$ cat src/rtl/sdram_arb_pkg.sv
// rtl/sdram_arb_pkg.sv - shared types and constants for the SDRAM port arbiter
//
// Purpose: FSM state enum, port identifiers and address width used by
//          sdram_port_arbiter and sdram_addr_gen.
// Ports:   none (package).
package sdram_arb_pkg;

  localparam int ADDR_W = 23;

  typedef enum logic [1:0] {
    IDLE  = 2'd0,
    ISSUE = 2'd1,
    BURST = 2'd2
  } state_e;

  localparam logic [1:0] PORT_WR1 = 2'd0;
  localparam logic [1:0] PORT_RD1 = 2'd1;
  localparam logic [1:0] PORT_RD2 = 2'd2;

endpackage

$ cat src/rtl/sdram_addr_gen.sv
// rtl/sdram_addr_gen.sv - per-port burst address counter with load, advance and wrap
//
// Purpose: holds one port's next burst address. load_i copies base_i,
//          adv_i steps by BURST_LEN and wraps to base_i once the step
//          would reach max_i. load_i wins over adv_i.
// Ports:
//   clk_i   in  1       clock
//   rst_ni  in  1       asynchronous active-low reset (already synchronised)
//   load_i  in  1       reload counter from base_i
//   adv_i   in  1       advance by one burst
//   base_i  in  ADDR_W  port base address
//   max_i   in  ADDR_W  port max address
//   addr_o  out ADDR_W  current burst start address
module sdram_addr_gen
  import sdram_arb_pkg::*;
#(
  parameter int BURST_LEN = 128
) (
  input  logic              clk_i,
  input  logic              rst_ni,
  input  logic              load_i,
  input  logic              adv_i,
  input  logic [ADDR_W-1:0] base_i,
  input  logic [ADDR_W-1:0] max_i,
  output logic [ADDR_W-1:0] addr_o
);

  localparam int SUM_W = ADDR_W + 1;
  localparam logic [SUM_W-1:0] STEP = SUM_W'(BURST_LEN);

  logic [ADDR_W-1:0] addr_q, addr_d;
  logic [SUM_W-1:0]  sum_w;

  always_comb begin
    // One extra bit so addr + BURST_LEN near the top of the space cannot
    // wrap around and slip under max_i.
    sum_w  = {1'b0, addr_q} + STEP;
    addr_d = addr_q;
    if (load_i) begin
      addr_d = base_i;
    end else if (adv_i) begin
      addr_d = (sum_w >= {1'b0, max_i}) ? base_i : sum_w[ADDR_W-1:0];
    end
  end

  always_ff @(posedge clk_i or negedge rst_ni) begin
    if (!rst_ni) begin
      addr_q <= '0;
    end else begin
      addr_q <= addr_d;
    end
  end

  assign addr_o = addr_q;

endmodule

$ cat src/rtl/sdram_port_arbiter.sv
// rtl/sdram_port_arbiter.sv - arbitrates refresh, one write and two read FIFO ports onto an SDRAM controller
//
// Purpose: in IDLE picks refresh > WR1 (fill >= BURST_LEN) > eligible reads,
//          presents a registered command until iCMD_ACK, waits for iDONE in
//          BURST, then advances the served port's address.
// Config:  SDRAM_ARB_ROUND_ROBIN_EN defined -> reads served round-robin;
//          undefined -> fixed priority RD1 > RD2 and no pointer logic.
// Ports:
//   iCLK, iRST_N                       clock, async active-low reset
//   iWR1_USEDW, iRD1_USEDW, iRD2_USEDW FIFO fill levels (10 bits)
//   iRD1_ACT, iRD2_ACT                 read port enables
//   iLOAD                              reload all addresses from bases
//   iWR1/RD1/RD2_ADDR, *_MAX_ADDR      port base / max addresses (23 bits)
//   iREF_REQ                           refresh request level
//   iCMD_ACK, iDONE                    controller accept / completion pulse
//   oCMD_REQ, oCMD_WR, oCMD_REF        command valid, write, refresh
//   oPORT_SEL, oADDR, oLEN             served port, start address, length
module sdram_port_arbiter
  import sdram_arb_pkg::*;
#(
  parameter int BURST_LEN  = 128,
  parameter int FIFO_DEPTH = 512
) (
  input  logic              iCLK,
  input  logic              iRST_N,
  input  logic [9:0]        iWR1_USEDW,
  input  logic [9:0]        iRD1_USEDW,
  input  logic [9:0]        iRD2_USEDW,
  input  logic              iRD1_ACT,
  input  logic              iRD2_ACT,
  input  logic              iLOAD,
  input  logic [ADDR_W-1:0] iWR1_ADDR,
  input  logic [ADDR_W-1:0] iWR1_MAX_ADDR,
  input  logic [ADDR_W-1:0] iRD1_ADDR,
  input  logic [ADDR_W-1:0] iRD1_MAX_ADDR,
  input  logic [ADDR_W-1:0] iRD2_ADDR,
  input  logic [ADDR_W-1:0] iRD2_MAX_ADDR,
  input  logic              iREF_REQ,
  input  logic              iCMD_ACK,
  input  logic              iDONE,
  output logic              oCMD_REQ,
  output logic              oCMD_WR,
  output logic              oCMD_REF,
  output logic [1:0]        oPORT_SEL,
  output logic [ADDR_W-1:0] oADDR,
  output logic [8:0]        oLEN
);

  localparam logic [9:0] WR_LVL = 10'(BURST_LEN);
  localparam logic [9:0] RD_LVL = 10'(FIFO_DEPTH - BURST_LEN);

  // Asynchronous assert, synchronous release.
  logic [1:0] rst_sync_q;
  logic       rst_n;

  always_ff @(posedge iCLK or negedge iRST_N) begin
    if (!iRST_N) begin
      rst_sync_q <= 2'b00;
    end else begin
      rst_sync_q <= {rst_sync_q[0], 1'b1};
    end
  end

  assign rst_n = rst_sync_q[1];

  state_e            state_q;
  logic              cmd_req_q, cmd_wr_q, cmd_ref_q;
  logic [1:0]        port_sel_q;
  logic [ADDR_W-1:0] addr_q;
  logic              load_seen_q;

  logic [ADDR_W-1:0] wr1_addr, rd1_addr, rd2_addr;
  logic              adv_ok, adv_wr1, adv_rd1, adv_rd2;

  // Burst completion advances the served port unless it was a refresh or
  // iLOAD arrived during this burst (the reload already repositioned it).
  assign adv_ok  = (state_q == BURST) && iDONE && !cmd_ref_q && !load_seen_q && !iLOAD;
  assign adv_wr1 = adv_ok && (port_sel_q == PORT_WR1);
  assign adv_rd1 = adv_ok && (port_sel_q == PORT_RD1);
  assign adv_rd2 = adv_ok && (port_sel_q == PORT_RD2);

  sdram_addr_gen #(.BURST_LEN(BURST_LEN)) u_wr1_addr (
    .clk_i(iCLK), .rst_ni(rst_n), .load_i(iLOAD), .adv_i(adv_wr1),
    .base_i(iWR1_ADDR), .max_i(iWR1_MAX_ADDR), .addr_o(wr1_addr)
  );

  sdram_addr_gen #(.BURST_LEN(BURST_LEN)) u_rd1_addr (
    .clk_i(iCLK), .rst_ni(rst_n), .load_i(iLOAD), .adv_i(adv_rd1),
    .base_i(iRD1_ADDR), .max_i(iRD1_MAX_ADDR), .addr_o(rd1_addr)
  );

  sdram_addr_gen #(.BURST_LEN(BURST_LEN)) u_rd2_addr (
    .clk_i(iCLK), .rst_ni(rst_n), .load_i(iLOAD), .adv_i(adv_rd2),
    .base_i(iRD2_ADDR), .max_i(iRD2_MAX_ADDR), .addr_o(rd2_addr)
  );

  logic rd1_ok, rd2_ok, wr1_ok, pick_rd2;
  logic gnt_any_d, gnt_wr_d, gnt_ref_d;
  logic [1:0]        gnt_sel_d;
  logic [ADDR_W-1:0] gnt_addr_d;

  assign wr1_ok = (iWR1_USEDW >= WR_LVL);
  assign rd1_ok = iRD1_ACT && (iRD1_USEDW <= RD_LVL);
  assign rd2_ok = iRD2_ACT && (iRD2_USEDW <= RD_LVL);

`ifdef SDRAM_ARB_ROUND_ROBIN_EN
  logic [1:0] rr_q;

  assign pick_rd2 = rd2_ok && (!rd1_ok || (rr_q == PORT_RD2));

  always_ff @(posedge iCLK or negedge rst_n) begin
    if (!rst_n) begin
      rr_q <= PORT_RD1;
    end else if ((state_q == IDLE) && gnt_any_d && !gnt_ref_d && !gnt_wr_d) begin
      rr_q <= (rr_q == PORT_RD1) ? PORT_RD2 : PORT_RD1;
    end
  end
`else
  assign pick_rd2 = rd2_ok && !rd1_ok;
`endif

  always_comb begin
    gnt_any_d  = 1'b0;
    gnt_wr_d   = 1'b0;
    gnt_ref_d  = 1'b0;
    gnt_sel_d  = PORT_WR1;
    gnt_addr_d = '0;
    // No grant while iLOAD is high, so a command never carries a stale
    // address from before the reload.
    if (!iLOAD) begin
      if (iREF_REQ) begin
        gnt_any_d = 1'b1;
        gnt_ref_d = 1'b1;
      end else if (wr1_ok) begin
        gnt_any_d  = 1'b1;
        gnt_wr_d   = 1'b1;
        gnt_sel_d  = PORT_WR1;
        gnt_addr_d = wr1_addr;
      end else if (pick_rd2) begin
        gnt_any_d  = 1'b1;
        gnt_sel_d  = PORT_RD2;
        gnt_addr_d = rd2_addr;
      end else if (rd1_ok) begin
        gnt_any_d  = 1'b1;
        gnt_sel_d  = PORT_RD1;
        gnt_addr_d = rd1_addr;
      end
    end
  end

  always_ff @(posedge iCLK or negedge rst_n) begin
    if (!rst_n) begin
      state_q     <= IDLE;
      cmd_req_q   <= 1'b0;
      cmd_wr_q    <= 1'b0;
      cmd_ref_q   <= 1'b0;
      port_sel_q  <= PORT_WR1;
      addr_q      <= '0;
      load_seen_q <= 1'b0;
    end else begin
      case (state_q)
        IDLE: begin
          load_seen_q <= 1'b0;
          if (gnt_any_d) begin
            state_q    <= ISSUE;
            cmd_req_q  <= 1'b1;
            cmd_wr_q   <= gnt_wr_d;
            cmd_ref_q  <= gnt_ref_d;
            port_sel_q <= gnt_sel_d;
            addr_q     <= gnt_addr_d;
          end
        end
        ISSUE: begin
          if (iLOAD) load_seen_q <= 1'b1;
          if (iCMD_ACK) begin
            cmd_req_q <= 1'b0;
            state_q   <= BURST;
          end
        end
        BURST: begin
          if (iLOAD) load_seen_q <= 1'b1;
          if (iDONE) state_q <= IDLE;
        end
        default: state_q <= IDLE;
      endcase
    end
  end

  assign oCMD_REQ  = cmd_req_q;
  assign oCMD_WR   = cmd_wr_q;
  assign oCMD_REF  = cmd_ref_q;
  assign oPORT_SEL = port_sel_q;
  assign oADDR     = addr_q;
  assign oLEN      = 9'(BURST_LEN);

endmodule

$ cat config.mk
export PLATFORM = sky130hd
export DESIGN_NAME = sdram_port_arbiter
export DESIGN_NICKNAME = d
export VERILOG_FILES = /design/src/rtl/sdram_arb_pkg.sv /design/src/rtl/sdram_addr_gen.sv /design/src/rtl/sdram_port_arbiter.sv
export SDC_FILE = /design/constraint.sdc
export NUM_CORES = 1
export LEC_CHECK = 0
export ABC_AREA = 1
export BUFFER_PORTS_ARGS = -buffer_cell sky130_fd_sc_hd__buf_4
export CAP_MARGIN = 20
export CORE_MARGIN = 2
export CORE_UTILIZATION = 51
export CTS_CLUSTER_DIAMETER = 200
export DETAILED_ROUTE_END_ITERATION = 8
export HOLD_SLACK_MARGIN = 0.12
export PLACE_DENSITY = 0.8
export SYNTH_ARGS = -nofsm -noshare
export SYNTH_HDL_FRONTEND = slang
export SYNTH_HIERARCHICAL = 1
export SYNTH_SLANG_ARGS = --single-unit
$ cat constraint.sdc
create_clock -name iCLK -period 3.45 [get_ports iCLK]
set_input_delay 0.69 -clock iCLK [delete_from_list [all_inputs] [get_ports iCLK]]
set_output_delay 0.69 -clock iCLK [all_outputs]
set_load 0.01 [all_outputs]
==> flow_summary_export.csv <==
group,metric,value,unit
final_layout,n_fill_cell,1623,
critical_path,crit_slowest_cell,"dfrtp_2",
floorplanning,core.rowCount,48,
final_layout,final_core_util,0.636,
timing,min_period,3.07,ns
timing,setup-violations-final,0,
global_route,grt_pass1_vias,8649,
timing,fin_tns_setup,0,ns
min_path,hold_path.class,"flop to flop",
final_layout,nNetsFinal,1891,
final_layout,syn2layout_area_growth,21.1,%
power,power_leakage,6.83,nW
critical_path,cp-start-kind,"flop",
global_route,grt-ovfl-total,0,
timing,fin_skew,0.0123,ns
routing,via_count,9462,
floorplanning,die_h,138,um
cts,cts_inserted_buffers,9,
critical_path,worstPathArrival,3.37,ns
synthesis,syn_area,9110,sq um
routing,drt_iter0_drc,726,
cts,cts_setup_buffers,0,
floorplanning,ios,213,
floorplanning,core_area,17400,sq um
global_route,grt_use_total,0.264,
synthesis,synthCells,1457,
timing,finalHoldViolCount,0,
critical_path,critPathRequiredTime,3.75,ns
power,powerDensity,477,nW/um^2
critical_path,path_cells,"ha_1 -> nand3_1 -> nor2_1 -> nand2_1 -> inv_1 -> nand3_1 -> nand2_1 -> inv_1 -> ha_1 -> nand2_1 -> inv_1 -> nand2_1 -> nand2_1 -> nand2_1 -> nand3_1 -> a21oi_4 -> nand2_4 -> nand2_2 -> nand2_1 -> nand2_1",
cts,clk_path_buf_depth,2,
routing,routed_wirelength,24.5,mm
floorplanning,die_w,138,um
routing,post_drt_wl_per_cell,13.1,um
routing,antenna_left,0,
synthesis,syn_avg_cell_area,6.26,sq um
synthesis,yosysWarnings,6,
timing,rsz0062_at_grt,"false",
run_status,status,"finished, final reports clean",
critical_path,worstSetupEndpointType,"flop",
routing,drt-pass1-iter-count,5,
critical_path,crit_fanout,24,
routing,route.detailed.drc,0,
cts,cts_root_buf,"clkbuf_16",
floorplanning,dieArea,19000,sq um
floorplanning,start_util,0.525,
run,cap_viol_max_count,0,
critical_path,ff2ff_path_depth,20,
timing,slew_headroom,0.250,
place,post-dp-hpwl,19.5,mm
synthesis,synth_seq_cells,102,
cts,cts_tree,"built",
final_layout,drive_gt1_frac,0.161,
synthesis,ys_types,33,
routing,via_per_inst,5.06,
place,gp_congestion,0.918,
final_layout,final_cell_mix,"nand2_1 (511), inv_1 (297), buf_4 (212), nand3_1 (190), dfrtp_1 (100)",
global_route,antenna_found_initial,0,
synthesis,synth_seq_area_share,0.280,
place,placement.io_buffers,196,
final_layout,final_common_cell,"nand2_1",
critical_path,cpPeakStageDelay,0.47,ns
global_route,grt_pass1_wl,39.6,mm
cts,h-tree-depth,3,
cts,clk_latency,0.36,ns
timing,final_max_slew_viol_count,0,
power,vdd_drop_max,0.295,mV
cts,path_clk_slew,0.07,ns
timing,finalCritPeriodShare,0.889,
global_route,grt_max_degree,52,
critical_path,cp_common_cell,"nand2_1",
timing,clock.fmax,0.326,GHz
timing,worstMarginPinSlew,1.12,ns
critical_path,crit_type,"flop to flop",
final_layout,antenna_cells,0,
cts,cts_sinks,102,
min_path,whs_path_depth,0,
registers in the layout, indices dropped and copies added, names as in the netlist:
register	flops
oCMD_REF	1
oADDR	23
oCMD_REQ	1
u_rd1_addr/addr_o	23
state_q	2
u_rd2_addr/addr_o	23
u_wr1_addr/addr_o	23
oCMD_WR	1
oPORT_SEL	2
load_seen_q	1
rst_sync_q	2
power by group:
| group | internal, mW | switching, mW | total [mW] |
|---|---|---|---|
| sequential | 1.53 | 0.421 | 1.95 |
| clock | 0.640 | 0.476 | 1.12 |
| combinational | 0.940 | 1.26 | 2.19 |
| total | 3.11 | 2.15 | 5.26 |
critical path: cells and delay by family (launching register included):
family                   cells  cell delay (ns)
AO/OA/AOI/OAI                1             0.26
adder cells (fa/ha/maj)      2             0.50
buffers and inverters        3             0.20
flip-flops                   1             0.47
AND/OR/NAND/NOR             14             1.58
final timing paths:
kind | slack (ns) | startpoint | end
worst min-delay path | 0.35 | rst_sync_q[0] | rst_sync_q[1]
worst max-delay path | 0.38 | u_rd1_addr/addr_o[7] | u_rd1_addr/addr_o[6]
min in group asynchronous | 0.36 | rst_sync_q[1] | u_wr1_addr/addr_o[1]
worst max register to register | 0.38 | u_rd1_addr/addr_o[7] | u_rd1_addr/addr_o[6]
worst min register to register | 0.35 | rst_sync_q[0] | rst_sync_q[1]
max in group asynchronous | 2.36 | rst_sync_q[1] | oADDR[19]
cell type report:
cell class | count | area, sq um | share of cell area
clock buffers | 9 | 225 | 0.0204
clock inverters | 7 | 96.3 | 0.00873
inverters | 298 | 1120 | 0.101
multi-input cells | 1014 | 5130 | 0.465
flip-flops and latches | 102 | 2560 | 0.232
well taps | 225 | 282 | 0.0255
repair buffers | 214 | 1620 | 0.147
kinds of logic after synthesis:
family          share of synthesized area
flops                               0.280
simple gates                        0.394
compound gates                     0.0416
other cells                      0.000824
buf+inv                             0.160
fa+ha+maj                           0.104
xor+xnor                           0.0192
metrics by stage:
step | hold slack [ns] | area, sq um | instances | setup slack (ns) | total power, mW
after CTS | 0.353 | 11000 | 1867 | 0.317 | 5.26
after global routing | 0.356 | 11000 | 1869 | 0.0606 | 5.69
after detailed placement | 0.337 | 10700 | 1850 | 0.204 | 4.14
final | 0.353 | 11000 | 1869 | 0.382 | 5.26
after floorplan | 0.331 | 9150 | 1465 | 0.398 | 3.32
after global placement | 0.337 | 10700 | 1850 | 0.262 | 4.05
layer usage:
| layer | wire (um) | track usage | vias to the layer above | share of wire |
|---|---|---|---|---|
| met5 | 0 | 0 | - | 0 |
| met4 | 698 | 0.101 | 0 | 0.028 |
| met3 | 1860 | 0.0276 | 45 | 0.076 |
| met2 | 11400 | 0.445 | 355 | 0.46 |
| met1 | 10600 | 0.351 | 4296 | 0.43 |
| li1 | - | - | 4766 | - |
repair_timing:
item,CTS,global route
hold endpoints to repair,2,0
hold buffers,1,0
setup endpoints to repair,0,5
gates resized for setup,0,1
Yosys cell counts, drive strengths merged:
cell type,instances,share of area
nor2,101,0.047
dfrtp,102,0.28
and3,3,0.0021
a21o,3,0.0025
buf,44,0.034
nand3,192,0.11
xor2,19,0.018
o22ai,1,0.00069
xnor2,1,0.00096
nor3,11,0.0060
a21oi,43,0.027
nand2,524,0.22
o21bai,7,0.0058
and2,3,0.0021
clkbuf,7,0.0029
or2,6,0.0041
a211oi,1,0.00082
o21ai,6,0.0045
nand4,7,0.0048
ha,76,0.10
conb,2,0.00082
inv,298,0.12
No activity file was read; power rests on OpenSTA's default activity.
